<file path="config.mk">
export PLATFORM = sky130hd
export DESIGN_NAME = cpu_axi_bridge
export DESIGN_NICKNAME = d
export VERILOG_FILES = /design/src/rtl/cpu_axi_bridge_pkg.sv /design/src/rtl/cpu_axi_bridge.sv
export SDC_FILE = /design/constraint.sdc
export NUM_CORES = 1
export LEC_CHECK = 0
export BUFFER_PORTS_ARGS = -buffer_cell sky130_fd_sc_hd__buf_4
export CORE_AREA = 2 2 150 152
export DETAILED_ROUTE_END_ITERATION = 8
export DIE_AREA = 0 0 152 154
export PLACE_DENSITY_LB_ADDON = 0.15
export SYNTH_ARGS = -nofsm -noshare
export SYNTH_HDL_FRONTEND = slang
export SYNTH_SLANG_ARGS = --single-unit
</file>
<file path="constraint.sdc">
create_clock -name clk -period 2 [get_ports clk]
set_clock_uncertainty 0.05 [all_clocks]
set_input_delay 0.4 -clock clk [delete_from_list [all_inputs] [get_ports clk]]
set_output_delay 0.4 -clock clk [all_outputs]
set_load 0.01 [all_outputs]
</file>
<file path="src/rtl/cpu_axi_bridge_pkg.sv">
// Shared types and constants for the CPU-to-AXI3 bridge: default IDs, AXI encodings,
// read/write FSM state codes and the byte-strobe helper.
package cpu_axi_bridge_pkg;

    localparam logic [3:0] INST_ID_DEF = 4'd0;
    localparam logic [3:0] DATA_ID_DEF = 4'd1;

    localparam logic [1:0] BURST_INCR = 2'b01;

    localparam logic [1:0] SIZE_B = 2'd0;
    localparam logic [1:0] SIZE_H = 2'd1;

    typedef enum logic [1:0] {
        R_IDLE = 2'd0,
        R_AR   = 2'd1,
        R_R    = 2'd2
    } r_state_t;

    typedef enum logic [1:0] {
        W_IDLE = 2'd0,
        W_AW   = 2'd1,
        W_B    = 2'd2
    } w_state_t;

    typedef struct packed {
        r_state_t r_state;
        w_state_t w_state;
        logic     r_src_data;
        logic     aw_pend;
        logic     w_pend;
    } bridge_dbg_t;

    // Byte lanes touched by a store; the core has already placed the data in those lanes.
    function automatic logic [3:0] wstrb_from_size(input logic [1:0] size, input logic [1:0] addr_lo);
        case (size)
            SIZE_B:  return 4'b0001 << addr_lo;
            SIZE_H:  return 4'b0011 << {addr_lo[1], 1'b0};
            default: return 4'b1111;
        endcase
    endfunction

endpackage

</file>
<file path="src/rtl/cpu_axi_bridge.sv">
// Bridges the core's sram-like instruction/data ports onto one AXI3 master port,
// with one read FSM (shared by inst and data) and one write FSM (data stores only).
module cpu_axi_bridge
    import cpu_axi_bridge_pkg::*;
#(
    parameter logic [3:0] INST_ID = INST_ID_DEF,
    parameter logic [3:0] DATA_ID = DATA_ID_DEF
) (
    input  logic        clk,
    input  logic        resetn,
    input  logic        inst_req,
    input  logic [1:0]  inst_size,
    input  logic [31:0] inst_addr,
    output logic        inst_addr_ok,
    output logic        inst_data_ok,
    output logic [31:0] inst_rdata,
    input  logic        data_req,
    input  logic        data_wr,
    input  logic [1:0]  data_size,
    input  logic [31:0] data_addr,
    input  logic [31:0] data_wdata,
    output logic        data_addr_ok,
    output logic        data_data_ok,
    output logic [31:0] data_rdata,
    output logic [3:0]  arid,
    output logic [31:0] araddr,
    output logic [3:0]  arlen,
    output logic [2:0]  arsize,
    output logic [1:0]  arburst,
    output logic [1:0]  arlock,
    output logic [3:0]  arcache,
    output logic [2:0]  arprot,
    output logic        arvalid,
    input  logic        arready,
    input  logic [3:0]  rid,
    input  logic [31:0] rdata,
    input  logic [1:0]  rresp,
    input  logic        rlast,
    input  logic        rvalid,
    output logic        rready,
    output logic [3:0]  awid,
    output logic [31:0] awaddr,
    output logic [3:0]  awlen,
    output logic [2:0]  awsize,
    output logic [1:0]  awburst,
    output logic [1:0]  awlock,
    output logic [3:0]  awcache,
    output logic [2:0]  awprot,
    output logic        awvalid,
    input  logic        awready,
    output logic [3:0]  wid,
    output logic [31:0] wdata,
    output logic [3:0]  wstrb,
    output logic        wlast,
    output logic        wvalid,
    input  logic        wready,
    input  logic [3:0]  bid,
    input  logic [1:0]  bresp,
    input  logic        bvalid,
    output logic        bready,
    output bridge_dbg_t dbg
);

    // Handshakes: a transfer happens on a rising edge where valid (or req) and ready (or
    // addr_ok) are both high; valid and its payload hold steady until that edge.
    r_state_t    r_state_q, r_state_d;
    logic [31:0] r_addr_q, r_addr_d;
    logic [1:0]  r_size_q, r_size_d;
    logic        r_src_q, r_src_d;

    w_state_t    w_state_q, w_state_d;
    logic        aw_pend_q, aw_pend_d;
    logic        w_pend_q, w_pend_d;
    logic [31:0] w_addr_q, w_addr_d;
    logic [1:0]  w_size_q, w_size_d;
    logic [31:0] w_data_q, w_data_d;
    logic [3:0]  w_strb_q, w_strb_d;

    logic r_idle, w_idle, data_rd_pend;
    logic data_rd_grant, data_wr_grant, inst_grant;
    logic aw_left, w_left;

    assign r_idle       = (r_state_q == R_IDLE);
    assign w_idle       = (w_state_q == W_IDLE);
    assign data_rd_pend = !r_idle && r_src_q;

    // Data reads wait for the write FSM to drain so a load never overtakes an older store.
    assign data_rd_grant = data_req && !data_wr && r_idle && w_idle;
    assign data_wr_grant = data_req && data_wr && w_idle && !data_rd_pend;
    assign inst_grant    = inst_req && r_idle && !data_rd_grant;

    assign aw_left = aw_pend_q && !awready;
    assign w_left  = w_pend_q && !wready;

    always_comb begin
        r_state_d = r_state_q;
        r_addr_d  = r_addr_q;
        r_size_d  = r_size_q;
        r_src_d   = r_src_q;
        case (r_state_q)
            R_IDLE: begin
                if (data_rd_grant) begin
                    r_addr_d  = data_addr;
                    r_size_d  = data_size;
                    r_src_d   = 1'b1;
                    r_state_d = R_AR;
                end else if (inst_grant) begin
                    r_addr_d  = inst_addr;
                    r_size_d  = inst_size;
                    r_src_d   = 1'b0;
                    r_state_d = R_AR;
                end
            end
            R_AR:    if (arready) r_state_d = R_R;
            R_R:     if (rvalid) r_state_d = R_IDLE;
            default: r_state_d = R_IDLE;
        endcase
    end

    always_comb begin
        w_state_d = w_state_q;
        aw_pend_d = aw_pend_q;
        w_pend_d  = w_pend_q;
        w_addr_d  = w_addr_q;
        w_size_d  = w_size_q;
        w_data_d  = w_data_q;
        w_strb_d  = w_strb_q;
        case (w_state_q)
            W_IDLE: begin
                if (data_wr_grant) begin
                    w_addr_d  = data_addr;
                    w_size_d  = data_size;
                    w_data_d  = data_wdata;
                    w_strb_d  = wstrb_from_size(data_size, data_addr[1:0]);
                    aw_pend_d = 1'b1;
                    w_pend_d  = 1'b1;
                    w_state_d = W_AW;
                end
            end
            // AW and W retire independently; the response phase starts once both have gone.
            W_AW: begin
                aw_pend_d = aw_left;
                w_pend_d  = w_left;
                if (!aw_left && !w_left) w_state_d = W_B;
            end
            W_B:     if (bvalid) w_state_d = W_IDLE;
            default: w_state_d = W_IDLE;
        endcase
    end

    always_ff @(posedge clk or negedge resetn) begin
        if (!resetn) begin
            r_state_q <= R_IDLE;
            r_addr_q  <= '0;
            r_size_q  <= '0;
            r_src_q   <= 1'b0;
            w_state_q <= W_IDLE;
            aw_pend_q <= 1'b0;
            w_pend_q  <= 1'b0;
            w_addr_q  <= '0;
            w_size_q  <= '0;
            w_data_q  <= '0;
            w_strb_q  <= '0;
        end else begin
            r_state_q <= r_state_d;
            r_addr_q  <= r_addr_d;
            r_size_q  <= r_size_d;
            r_src_q   <= r_src_d;
            w_state_q <= w_state_d;
            aw_pend_q <= aw_pend_d;
            w_pend_q  <= w_pend_d;
            w_addr_q  <= w_addr_d;
            w_size_q  <= w_size_d;
            w_data_q  <= w_data_d;
            w_strb_q  <= w_strb_d;
        end
    end

    assign inst_addr_ok = inst_grant;
    assign data_addr_ok = data_rd_grant || data_wr_grant;

    assign arvalid = (r_state_q == R_AR);
    assign rready  = (r_state_q == R_R);
    assign awvalid = (w_state_q == W_AW) && aw_pend_q;
    assign wvalid  = (w_state_q == W_AW) && w_pend_q;
    assign bready  = (w_state_q == W_B);

    assign inst_data_ok = rready && rvalid && !r_src_q;
    assign data_data_ok = (rready && rvalid && r_src_q) || (bready && bvalid);
    assign inst_rdata   = rdata;
    assign data_rdata   = rdata;

    assign arid    = r_src_q ? DATA_ID : INST_ID;
    assign araddr  = r_addr_q;
    assign arsize  = {1'b0, r_size_q};
    assign arlen   = 4'd0;
    assign arburst = BURST_INCR;
    assign arlock  = 2'd0;
    assign arcache = 4'd0;
    assign arprot  = 3'd0;

    assign awid    = DATA_ID;
    assign awaddr  = w_addr_q;
    assign awsize  = {1'b0, w_size_q};
    assign awlen   = 4'd0;
    assign awburst = BURST_INCR;
    assign awlock  = 2'd0;
    assign awcache = 4'd0;
    assign awprot  = 3'd0;
    assign wid     = DATA_ID;
    assign wdata   = w_data_q;
    assign wstrb   = w_strb_q;
    assign wlast   = 1'b1;

    assign dbg = '{r_state: r_state_q, w_state: w_state_q, r_src_data: r_src_q,
                   aw_pend: aw_pend_q, w_pend: w_pend_q};

    logic unused_inputs;
    assign unused_inputs = ^{rid, rresp, rlast, bid, bresp};

endmodule

</file>
==> metrics.yaml <==
status: "finished, violations left"
violations: "negative hold slack"
core-area_sq_um: 21700
synth_top_area_frac: 0.491
synthAdderAreaFrac: 0
io_pins: 384
synth-compound-area-share: 0.0184
n_fill_cell: 2149
reg2reg_to: "araddr[2]"
clock_latency_ps: 350
leakage_nw: 3.59
die-area_sq_um: 23400
first_pass_iters: 4
cts_root_buf: "clkbuf_16"
busiest_layer: "met2"
grt_pass1_vias: 3975
cts.path.max_buffers: 2
period_needed_ps: 1950
final_common_cell: "buf_4"
tritoncts: "yes"
die_h_um: 154
drt-vias-per-instance: 4.16
min_period_over_period: 0.974
wl_mm: 15.9
netlist_instances: 422
dp_hpwl_mm: 11.8
nets: 749
layout_common_cells: "buf_4, dfrtp_1, mux2_1"
grt_use_met1: 0.125
synth_area_sq_um: 5660
clkPwrFrac: 0.161
io_buffers: 230
place.gp.congestion: 0.720
clk_pin_slew_ps: 80
synth_top_family_by_area: "multiplexers"
finalInstanceArea_sq_um: 7420
die_x_um: 152
syn_area_per_cell_sq_um: 13.4
synth.area.top_cells: "dfrtp_1, buf_4, mux2_1"
crit_top_cell: "buf_4"
vdd_drop_max_v: 0.000588
synthXorXnorAreaFrac: 0
power_frac_comb: 0.481
slowest_stage: "dfrtp_1"
endpoint_kind: "primary output"
p_int_mw: 7.47
final_hold_viol_count: 10
cts_buffers: 9
worst-path-max-fanout: 5
use_met3: 0.0803
reg2reg_from: "r_state_q[0]"
synth-seq-cells: 111
grt_pass1_wl_mm: 23.8
fmax_mhz: 514
pwr_density_cell_nw_per_um2: 1520
synthToLayoutAreaGrowth_pct: 31.2
final_max_slew_viol_count: 0
crit_type: "flip-flop to primary output"
synth_largest_area_cell: "dfrtp_1"
muxShareOfSynthArea: 0.283
grt_use_total: 0.134
crit_chain: "buf_4 -> and2b_1 -> a32o_1 -> buf_4"
slowest_delay_ps: 350
seqPwrFrac: 0.358
drive_above_1_share: 0.578
p_switching_mw: 3.83
holdWs_ps: -34.4
yosysUniqueCellTypes: 28
min-delay-path-class: "input pin to async pin"
antenna_found_initial: 0
routedWlPerCell_um: 18.1
yosysWarnings: 0
diodes: 0
cts_sinks: 111
synth_seq_area_share: 0.491
drtIter0Drc: 66
start_util: 0.261
synth_simple_gate_area_frac: 0.0254
grt_overflow: 0
worst_ep_arrival_time_ps: 1500
setup_viol: 0
grt_max_degree: 77
maxCapViolations: 0
r2r_cells: 6
final_antenna_net_count: 0
cp.required_ps: 1550
vias: 3655
drc: 0
gr-usage-met2: 0.248
rsz0062_at_grt: "yes"
htree_levels: 3
reg2reg_slack_ps: 100
swShare: 0.339
core.rowCount: 54
cp-start-kind: "flip-flop"
placed_area_sq_um: 7010
fin_util: 0.342
Yosys cell counts (all sizes together):
cell      n
mux2    134
a21oi     4
mux2i     4
nand3     1
nand4     1
and2b     1
a21bo     3
conb      2
a32o      2
dfrtp   111
nand2b    3
nor3      1
nand2     5
o21ai     3
buf     126
nor2      2
and2      3
nor3b     1
and3      1
inv       7
o21bai    2
nand4b    1
clkbuf    1
nor2b     3
area by class of cell:
class	count	area, sq um	share of cell area
tap	280	350	0.0472
inverter	7	26.3	0.00354
sequential	111	2780	0.375
timing repair buffer	246	1910	0.257
clock buffer	10	239	0.0322
multi-input combinational	219	2050	0.276
clock inverter	6	66.3	0.00894
worst max-delay path, delay by kind of cell (launching register included):
family                 cells  cell delay, ps
DFF                        1             350
AOI/OAI and AO/OA          1             270
buffers and inverters      2             300
and+or+nand+nor            1             230
power by group through the flow:
stage	clock network [mW]	registers, mW	logic [mW]
floorplan	0	4.54	2.44
global placement	0	4.03	5.33
CTS	1.93	4.06	5.56
global route	2.03	4.22	5.87
detailed placement	0	4.08	5.40
finish	1.82	4.05	5.43
timing repair:
item	4_1_cts	5_1_grt
resized for setup	5	4
hold buffers	0	0
gates cloned	1	0
setup buffers	5	0
endpoints found under the setup margin	2	14
pin swaps	2	2
worst max-delay path by stage:
stage            startpoint            to  slack [ps]  cells after the start
2_1_floorplan  r_state_q[0]     araddr[0]         250                      5
3_3_place_gp       inst_req    araddr[28]         180                      5
3_5_place_dp       inst_req    araddr[18]         180                      5
4_1_cts        r_state_q[0]  inst_addr_ok           6                      5
5_1_grt        r_state_q[0]  inst_addr_ok         -30                      5
6_report       r_state_q[0]  data_data_ok          50                      4
metal layers:
layer / wire [um] / part of all wire
met1: 5050 / 0.32
met2: 8620 / 0.54
met3: 2040 / 0.13
met4: 175 / 0.011
met5: 0 / 0
metrics by stage:
step	hold WS (ps)	instances	setup slack [ps]	setup TNS (ps)	power, mW
4_1_cts	23.6	879	5.74	0	11.6
5_1_grt	37.1	879	-33.4	-51.3	12.1
3_3_place_gp	419	857	185	0	9.36
3_5_place_dp	422	857	177	0	9.48
6_report	-34.4	879	52.8	0	11.3
2_1_floorplan	54.4	464	248	0	6.98
flip-flops by register name, summed over array words and instances (netlist names):
name / cells
araddr: 32
awaddr: 32
wdata: 32
wstrb: 4
r_size_q: 2
r_state_q: 2
w_size_q: 2
w_state_q: 2
aw_pend_q: 1
r_src_q: 1
w_pend_q: 1
logic make-up (layout without fill, tap and decap cells):
group,count (synthesis),in the layout
AOI/OAI and AO/OA,14,14
buffers and inverters,134,269
DFF,111,111
muxes,138,138
other,2,44
and+or+nand+nor,23,23
(Power assumes the default switching activity.)
